[config.mk]
export PLATFORM = sky130hd
export DESIGN_NAME = led_pattern_shifter
export DESIGN_NICKNAME = d
export VERILOG_FILES = /design/src/rtl/led_pattern_shifter.sv
export SDC_FILE = /design/constraint.sdc
export NUM_CORES = 1
export LEC_CHECK = 0
export ABC_AREA = 1
export CAP_MARGIN = 10
export CORE_ASPECT_RATIO = 1.1
export CORE_MARGIN = 2
export CORE_UTILIZATION = 52
export CTS_CLUSTER_SIZE = 28
export DETAILED_ROUTE_END_ITERATION = 12
export PLACE_DENSITY = 0.92
export SLEW_MARGIN = 20
export SYNTH_ARGS = -nofsm -noshare
export SYNTH_HDL_FRONTEND = slang
export SYNTH_SLANG_ARGS = --single-unit
export TNS_END_PERCENT = 5
[constraint.sdc]
create_clock -name clk -period 2.3 [get_ports clk]
set_input_delay 0.46 -clock clk [delete_from_list [all_inputs] [get_ports clk]]
set_output_delay 0.46 -clock clk [all_outputs]
set_load 0.1 [all_outputs]
[src/rtl/led_pattern_shifter.sv]
// LED pattern engine: loads one of two patterns, then shifts, rotates or bounces it
// at a programmable step rate, flagging bits that fall off or wrap around an edge.
module led_pattern_shifter #(
   parameter int WIDTH = 8,
   parameter int DIV_W = 24
) (
   input  logic             clk,
   input  logic             clr_n,
   input  logic             load,
   input  logic             load_sel,
   input  logic [WIDTH-1:0] pat_a,
   input  logic [WIDTH-1:0] pat_b,
   input  logic [2:0]       mode,
   input  logic             enable,
   input  logic [DIV_W-1:0] div,
   output logic [WIDTH-1:0] led,
   output logic             step,
   output logic             edge_evt,
   output logic             dir
);

   localparam logic [2:0] MODE_HOLD   = 3'b000;
   localparam logic [2:0] MODE_SHL    = 3'b001;
   localparam logic [2:0] MODE_SHR    = 3'b010;
   localparam logic [2:0] MODE_ROL    = 3'b011;
   localparam logic [2:0] MODE_ROR    = 3'b100;
   localparam logic [2:0] MODE_BOUNCE = 3'b101;

   logic [DIV_W-1:0] cnt_q, cnt_d;
   logic [WIDTH-1:0] led_q, led_d;
   logic             step_q, step_d;
   logic             evt_q, evt_d;
   logic             dir_q, dir_d;
   logic             tick;

   // >= rather than == so that lowering div mid-count cannot skip a tick.
   assign tick = enable && (cnt_q >= div);

   always_comb begin
      cnt_d  = cnt_q;
      led_d  = led_q;
      dir_d  = dir_q;
      step_d = 1'b0;
      evt_d  = 1'b0;
      if (load) begin
         led_d = load_sel ? pat_b : pat_a;
         cnt_d = '0;
         dir_d = 1'b0;
      end else if (tick) begin
         cnt_d  = '0;
         step_d = 1'b1;
         case (mode)
            MODE_SHL: begin
               led_d = led_q << 1;
               evt_d = led_q[WIDTH-1];
            end
            MODE_SHR: begin
               led_d = led_q >> 1;
               evt_d = led_q[0];
            end
            MODE_ROL: begin
               led_d = {led_q[WIDTH-2:0], led_q[WIDTH-1]};
               evt_d = led_q[WIDTH-1];
            end
            MODE_ROR: begin
               led_d = {led_q[0], led_q[WIDTH-1:1]};
               evt_d = led_q[0];
            end
            MODE_BOUNCE: begin
               // Only the edge we are travelling toward can reverse us; an all-zero
               // pattern shifts to zero and never reverses.
               if (!dir_q) begin
                  if (led_q[WIDTH-1]) begin
                     dir_d = 1'b1;
                     led_d = led_q >> 1;
                     evt_d = 1'b1;
                  end else begin
                     led_d = led_q << 1;
                  end
               end else begin
                  if (led_q[0]) begin
                     dir_d = 1'b0;
                     led_d = led_q << 1;
                     evt_d = 1'b1;
                  end else begin
                     led_d = led_q >> 1;
                  end
               end
            end
            default: led_d = led_q;
         endcase
      end else if (enable) begin
         cnt_d = cnt_q + DIV_W'(1);
      end
   end

   always_ff @(posedge clk or negedge clr_n) begin
      if (!clr_n) begin
         cnt_q  <= '0;
         led_q  <= '0;
         step_q <= 1'b0;
         evt_q  <= 1'b0;
         dir_q  <= 1'b0;
      end else begin
         cnt_q  <= cnt_d;
         led_q  <= led_d;
         step_q <= step_d;
         evt_q  <= evt_d;
         dir_q  <= dir_d;
      end
   end

   assign led      = led_q;
   assign step     = step_q;
   assign edge_evt = evt_q;
   assign dir      = dir_q;

endmodule

==> impl_metrics.tcl, run 1 <==
set metrics [dict create \
    cp.required_ps 2510 \
    worst_slew_pin_slew_ps 679 \
    area_delta_synth_final_pct 28.0 \
    setup_viol 0 \
    final_antenna_net_count 0 \
    hold_viol_final 0 \
    wirelength_um 6820 \
    dpl_cell_area_um2 3600 \
    cts.sinks 35 \
    path_class "in2reg" \
    p_leak_nw 1.97 \
    postSynthCellCount 418 \
    path_clk_slew_ps 70 \
    clock_latency_ps 290 \
    drive_gt1_share_pct 14.4 \
    die_area_um2 6240 \
    h-tree-depth 2 \
    power.density_nw_per_um2 477 \
    stdcell_area_um2 3740 \
    ys_seq_area_share_pct 30.0 \
    syn_avg_cell_area_um2 7.00 \
    drtIter0Drc 227 \
    worstPathMaxFanout 21 \
    placementRows 28 \
    grt_usage_pct 23.9 \
    ioPinCount 59 \
    grt_pass1_vias 2844 \
    slew_viol_final 0 \
    cpLargestDelayFamily "buffers and inverters" \
    worstSetupStartpointType "primary input" \
    via_count 2932 \
    drt_pass1_iterations 4 \
    core_area_um2 5400 \
    finClkSkew_ps 2.15 \
    cap_viol_max_count 0 \
    grt_max_degree 36 \
    synth_cell_types 39 \
    synth_nets 493 \
    fmax_ghz 0.461 \
    fin_hold_ws_ps 540 \
    path_buf_inv 3 \
    post-dp-hpwl_um 5330 \
    fin_nets 561 \
    antenna_found_initial 0 \
    cts_tree "done" \
    cts_hold_buf 0 \
    max_slew_margin_pct 54.5 \
    detail_route.wl_per_cell_um 12.1 \
    numPortBuffers 58 \
    vdd_drop_max_uv 399 \
    cpPeakStageDelay_ps 460 \
    place_congestion 0.947 \
    die_h_um 82.7 \
    fin_crit_ps 2170 \
    drc 0 \
    fin_crit_sh_pct 94.4 \
    grt_pass1_wl_um 11600 \
    cts-buffers-inserted 5 \
    diodes 0 \
    cts_buffer_depth 2 \
    clockRootBuffer "clkbuf_8" \
    hold_class "reg2reg" \
    worstSetupEndpointType "register" \
    die_w_um 75.5 \
    grt_remaining_overflow 0 \
    worstPathCellList "clkdlybuf4s50_1 -> inv_1 -> ha_1 -> a21o_1 -> nor2_1 -> nand2_1 -> a21oi_2 -> nand2_1 -> nand2_2 -> nand2_2 -> buf_12 -> nor3_1" \
    status "finished clean" \
    syn_area_um2 2920 \
    crit_arrival_ps 2380 \
    critPathSlowestCell "clkdlybuf4s50_1" \
    drt-vias-per-instance 5.22 \
    ys_ff_latch 35 \
    fillers 435 \
    start_util_pct 54.2 \
    ys.warnings.count 0 \
]
[cell usage in the layout (no fill, tap or decap), types with 2 or more instances in the layout]
cell type	n
inv_2	5
xor2_1	12
a21oi_2	2
buf_4	21
nand4_1	11
nand3_2	2
clkdlybuf4s50_1	47
nand4_2	2
o22ai_1	2
dfrtp_1	35
o21ai_0	10
nand3_1	25
nand2_2	4
nor3_2	4
nor3_1	6
inv_1	53
ha_1	27
nor2_2	12
nor2_1	44
clkbuf_8	6
a21o_1	2
a31oi_1	3
a21oi_1	14
nor2_4	5
nand2_1	118
[layer usage]
metal,GRT usage (%),share of wire (%),vias up
met5,0,0,-
met4,6.84,1.5,0
met3,4.73,6.6,17
met2,43.9,51,114
met1,27.7,41,1325
li1,-,-,1476
[cells in the mapped netlist, drive strengths merged]
cell type | count | area share (%)
nand3 | 27 | 5.0
inv | 58 | 7.4
xor2 | 12 | 3.6
a31oi | 3 | 0.64
ha | 27 | 12
clkinv | 1 | 0.13
nor3 | 10 | 2.1
dfrtp | 35 | 30
o31ai | 1 | 0.43
o21a | 1 | 0.26
o21bai | 1 | 0.26
buf | 6 | 1.9
nor2 | 61 | 9.9
a21o | 2 | 0.51
a31o | 1 | 0.30
clkbuf | 2 | 0.26
nand2 | 122 | 16
o21ai | 11 | 1.9
or2 | 2 | 0.51
a22oi | 1 | 0.26
and2 | 2 | 0.51
a21oi | 16 | 2.9
and3 | 1 | 0.21
o22ai | 2 | 0.43
nand4 | 13 | 3.2
[repair_timing]
action / CTS / global route
endpoints found under the setup margin: 0 / 29
resized for setup: 0 / 6
setup buffers: 0 / 0
[metrics by stage]
stage                     worst slack, ps  util, %  power [mW]  setup TNS (ps)  std cells
after floorplan                       377        -        1.02               0        418
after global placement               -180     66.8        1.20           -5250        554
after detailed placement             -243     66.8        1.22           -7160        554
after CTS                            64.2     69.0        1.80               0        562
after global routing                -29.6     69.4        1.87           -53.9        562
final                                 129     69.4        1.79               0        562
[flip-flops by register name, summed over array words and instances, names as in the netlist]
name and count:
led 8, edge_evt 1, dir 1, cnt_q 24
step 1
[final timing paths]
check                                      start                     to  slack (ps)  cells after the start
max                                      div[23]  cnt_q[10]$_DFFE_PN0P_         130                     12
min                         cnt_q[0]$_DFFE_PN0P_   cnt_q[0]$_DFFE_PN0P_         540                      2
max reg2reg                cnt_q[15]$_DFFE_PN0P_  cnt_q[10]$_DFFE_PN0P_         310                     10
min reg2reg                 cnt_q[0]$_DFFE_PN0P_   cnt_q[0]$_DFFE_PN0P_         540                      2
max in group asynchronous                  clr_n  cnt_q[17]$_DFFE_PN0P_        1410                      2
min in group asynchronous                  clr_n   cnt_q[5]$_DFFE_PN0P_         580                      2
[worst min-delay path, cell delays in order, from the launching register on]
cell	delay (ps)
dfrtp_1	390
nand2_1	70
nand2_1	60
[logic make-up (layout without fill, tap and decap cells)]
logic type / after synthesis / after routing / synth area share (%)
and+or+nand+nor: 238 / 238 / 37.4
AOI/OAI and AO/OA: 39 / 39 / 7.83
buffers and inverters: 67 / 136 / 9.71
DFF: 35 / 35 / 30.0
xor gates and xnor gates: 12 / 12 / 3.59
adders and majority gates: 27 / 27 / 11.6
[area by class of cell]
type                    count  area (um2)  area share [%]
clock buffers               6        82.6            2.21
clock inverters             2        35.0           0.936
inverters                  59         221            5.92
multi-input cells         316        1790            47.7
flip-flops and latches     35         876            23.4
well taps                  75        93.8            2.51
repair buffers             69         648            17.3
[report_power, final]
| part | internal, mW | switching [mW] | total (mW) |
|---|---|---|---|
| clock network | 0.351 | 0.227 | 0.578 |
| logic | 0.183 | 0.343 | 0.526 |
| registers | 0.641 | 0.0404 | 0.682 |
No activity file was read; power rests on OpenSTA's default activity.
==> run 2, diff against run 1 <==
- GPL_TIMING_DRIVEN: unset -> 0
- SETUP_SLACK_MARGIN: unset -> 0.3
- SLEW_MARGIN: 20 -> unset
==> run 2 against run 1 <==
Effect of this change: worst hold slack worse by 290 ps; flip-flop and latch count stayed put; sequential share of layout area is 2.5 points lower; worst setup slack better by 53 ps; non-clock buffer count stayed put; clock power is 13% lower; largest cell class unchanged; wire length is 36% higher; core utilization is 8.4 points higher; die area stayed put; fmax is 2.5% higher; sequential power hardly changed; highest routed layer unchanged.
==> impl_metrics.tcl, run 2 (synthesis gave the netlist of run 1 again) <==
set metrics [dict create \
    cpPeakStageDelay_ps 890 \
    finClkSkew_ps 8.91 \
    stdcell_area_um2 4200 \
    worst-r2r-cell-count 14 \
    largest-register "cnt_q" \
    crit-reg2reg-launch "cnt_q[11]$_DFFE_PN0P_" \
    status "finished clean" \
    p_leak_nw 2.21 \
    via_count 3138 \
    die_area_um2 6240 \
    r2r-end "cnt_q[6]$_DFFE_PN0P_" \
    core_area_um2 5400 \
    worstSetupStartpointType "register" \
    path_clk_slew_ps 70 \
    cts_hold_buf 0 \
    drt-vias-per-instance 5.58 \
    start_util_pct 54.2 \
    rrSetupSlack_ps 220 \
    worst_slew_pin_slew_ps 973 \
    placementRows 28 \
    fin_hold_ws_ps 253 \
    grt_usage_pct 26.2 \
    clock_latency_ps 290 \
    largest_reg_flops 24 \
    fmax_ghz 0.472 \
    die_w_um 75.5 \
    setup_viol 0 \
    post-dp-hpwl_um 5480 \
    dpl_cell_area_um2 3570 \
    comb_power_share_pct 32.8 \
    final_cell_count_no_fill 562 \
    dpl.cell_count 549 \
    cts-buffers-inserted 5 \
    clockPowerShare_pct 28.5 \
    fin_crit_sh_pct 92.1 \
    seqPwrFrac_pct 38.6 \
    drc 0 \
    fin_nets 561 \
    cts_tree "done" \
    area_delta_synth_final_pct 43.5 \
    vdd_drop_max_uv 317 \
    clockRootBuffer "clkbuf_8" \
    path_class "reg2out" \
    cap_viol_max_count 0 \
    worstSetupEndpointType "output pin" \
    final_antenna_net_count 0 \
    power.density_nw_per_um2 419 \
    antenna_found_initial 0 \
    switching_share_pct 36.8 \
    worstPathMaxFanout 7 \
    grt_max_degree 36 \
    p_switching_uw 648 \
    cp.required_ps 1840 \
    grt_pass1_vias 2893 \
    drtIter0Drc 440 \
    slew_viol_final 0 \
    hold_class "in2async" \
    die_h_um 82.7 \
    grt_setup_unrepaired "yes" \
    grt_remaining_overflow 0 \
    drt_pass1_iterations 6 \
    cts_buffer_depth 2 \
    grt_pass1_wl_um 12500 \
    place_congestion 0.901 \
    critPathSlowestCell "dlygate4sd2_1" \
    crit_arrival_ps 1660 \
    h-tree-depth 2 \
    cts.sinks 35 \
    layout_common_cells "107 x nand2_1, 42 x nor2_1, 34 x inv_1, 34 x dfrtp_1, 25 x nand3_1" \
    internal_power_mw 1.11 \
    finalSetupTns_ps 0 \
    detail_route.wl_per_cell_um 16.5 \
    max_slew_margin_pct 35.4 \
    path_buf_inv 1 \
    mostFrequentLayoutCell "nand2_1" \
    hold_viol_final 0 \
    wirelength_um 9300 \
    worstPathCellList "dlygate4sd2_1" \
    cpLargestDelayFamily "buffers and inverters" \
    numPortBuffers 56 \
    ioPinCount 59 \
    diodes 0 \
    drive_gt1_share_pct 23.8 \
    fin_crit_ps 2120 \
]
-- run 2: changes by cell type in the layout (fill, tap and decap cells not counted), moves of 10 or more --
| cell | before | now |
|---|---|---|
| ha_1 | 27 | 8 |
| dlygate4sd2_1 | 0 | 10 |
| dlymetal6s2s_1 | 0 | 23 |
| inv_2 | 5 | 24 |
| nand2_1 | 118 | 107 |
| inv_1 | 53 | 34 |
| buf_4 | 21 | 4 |
| clkdlybuf4s50_1 | 47 | 22 |
| ha_4 | 0 | 19 |
-- run 2: per-stage QoR --
step,setup WS (ps),utilization [%],total power [mW]
after global routing,75.8,77.8,1.84
final,182,77.8,1.76
after CTS,97.4,68.7,1.70
after floorplan,377,-,1.02
after global placement,-352,66.3,1.21
after detailed placement,-408,66.2,1.22
-- run 2: area by class of cell --
cell class / instances / area [um2]
Timing Repair Buffer: 61 / 673
Sequential cell: 35 / 877
Inverter: 59 / 221
Tap cell: 75 / 93.8
Fill cell: 323 / 1200
Buffer: 8 / 81.3
Multi-Input combinational cell: 316 / 2150
Clock buffer: 8 / 100
-- run 2: routing by layer --
metal / global-route usage (%) / vias up / share of wire [%]
met5: 0 / - / 0
met1: 30.2 / 1431 / 39
met3: 5.10 / 54 / 6.7
met4: 9.82 / 0 / 5.0
li1: - / 1473 / -
met2: 47.5 / 180 / 49
-- run 2: power groups by stage --
stage / Combinational, mW / Clock [mW] / Sequential, mW
global route: 0.625 / 0.535 / 0.685
CTS: 0.518 / 0.502 / 0.678
detailed placement: 0.528 / 0 / 0.689
floorplan: 0.173 / 0 / 0.851
finish: 0.577 / 0.502 / 0.680
global placement: 0.514 / 0 / 0.692
-- run 2: how the worst max path moves through the flow --
| stage | start | to | depth (start not counted) |
|---|---|---|---|
| 2_1_floorplan | dir$_DFFE_PN0P_ | led[5]$_DFFE_PN0P_ | 10 |
| 3_3_place_gp | div[23] | cnt_q[20]$_DFFE_PN0P_ | 14 |
| 3_5_place_dp | div[23] | cnt_q[22]$_DFFE_PN0P_ | 14 |
| 4_1_cts | edge_evt$_DFF_PN0_ | edge_evt | 1 |
| 5_1_grt | mode[2] | led[2]$_DFFE_PN0P_ | 11 |
| 6_report | led[0]$_DFFE_PN0P_ | led[0] | 1 |
-- run 2: timing repair --
action | CTS | global route
setup buffers | 1 | 1
pin swaps | 5 | 41
cloned | 1 | 2
endpoints found under the setup margin | 46 | 45
gates resized for setup | 20 | 97
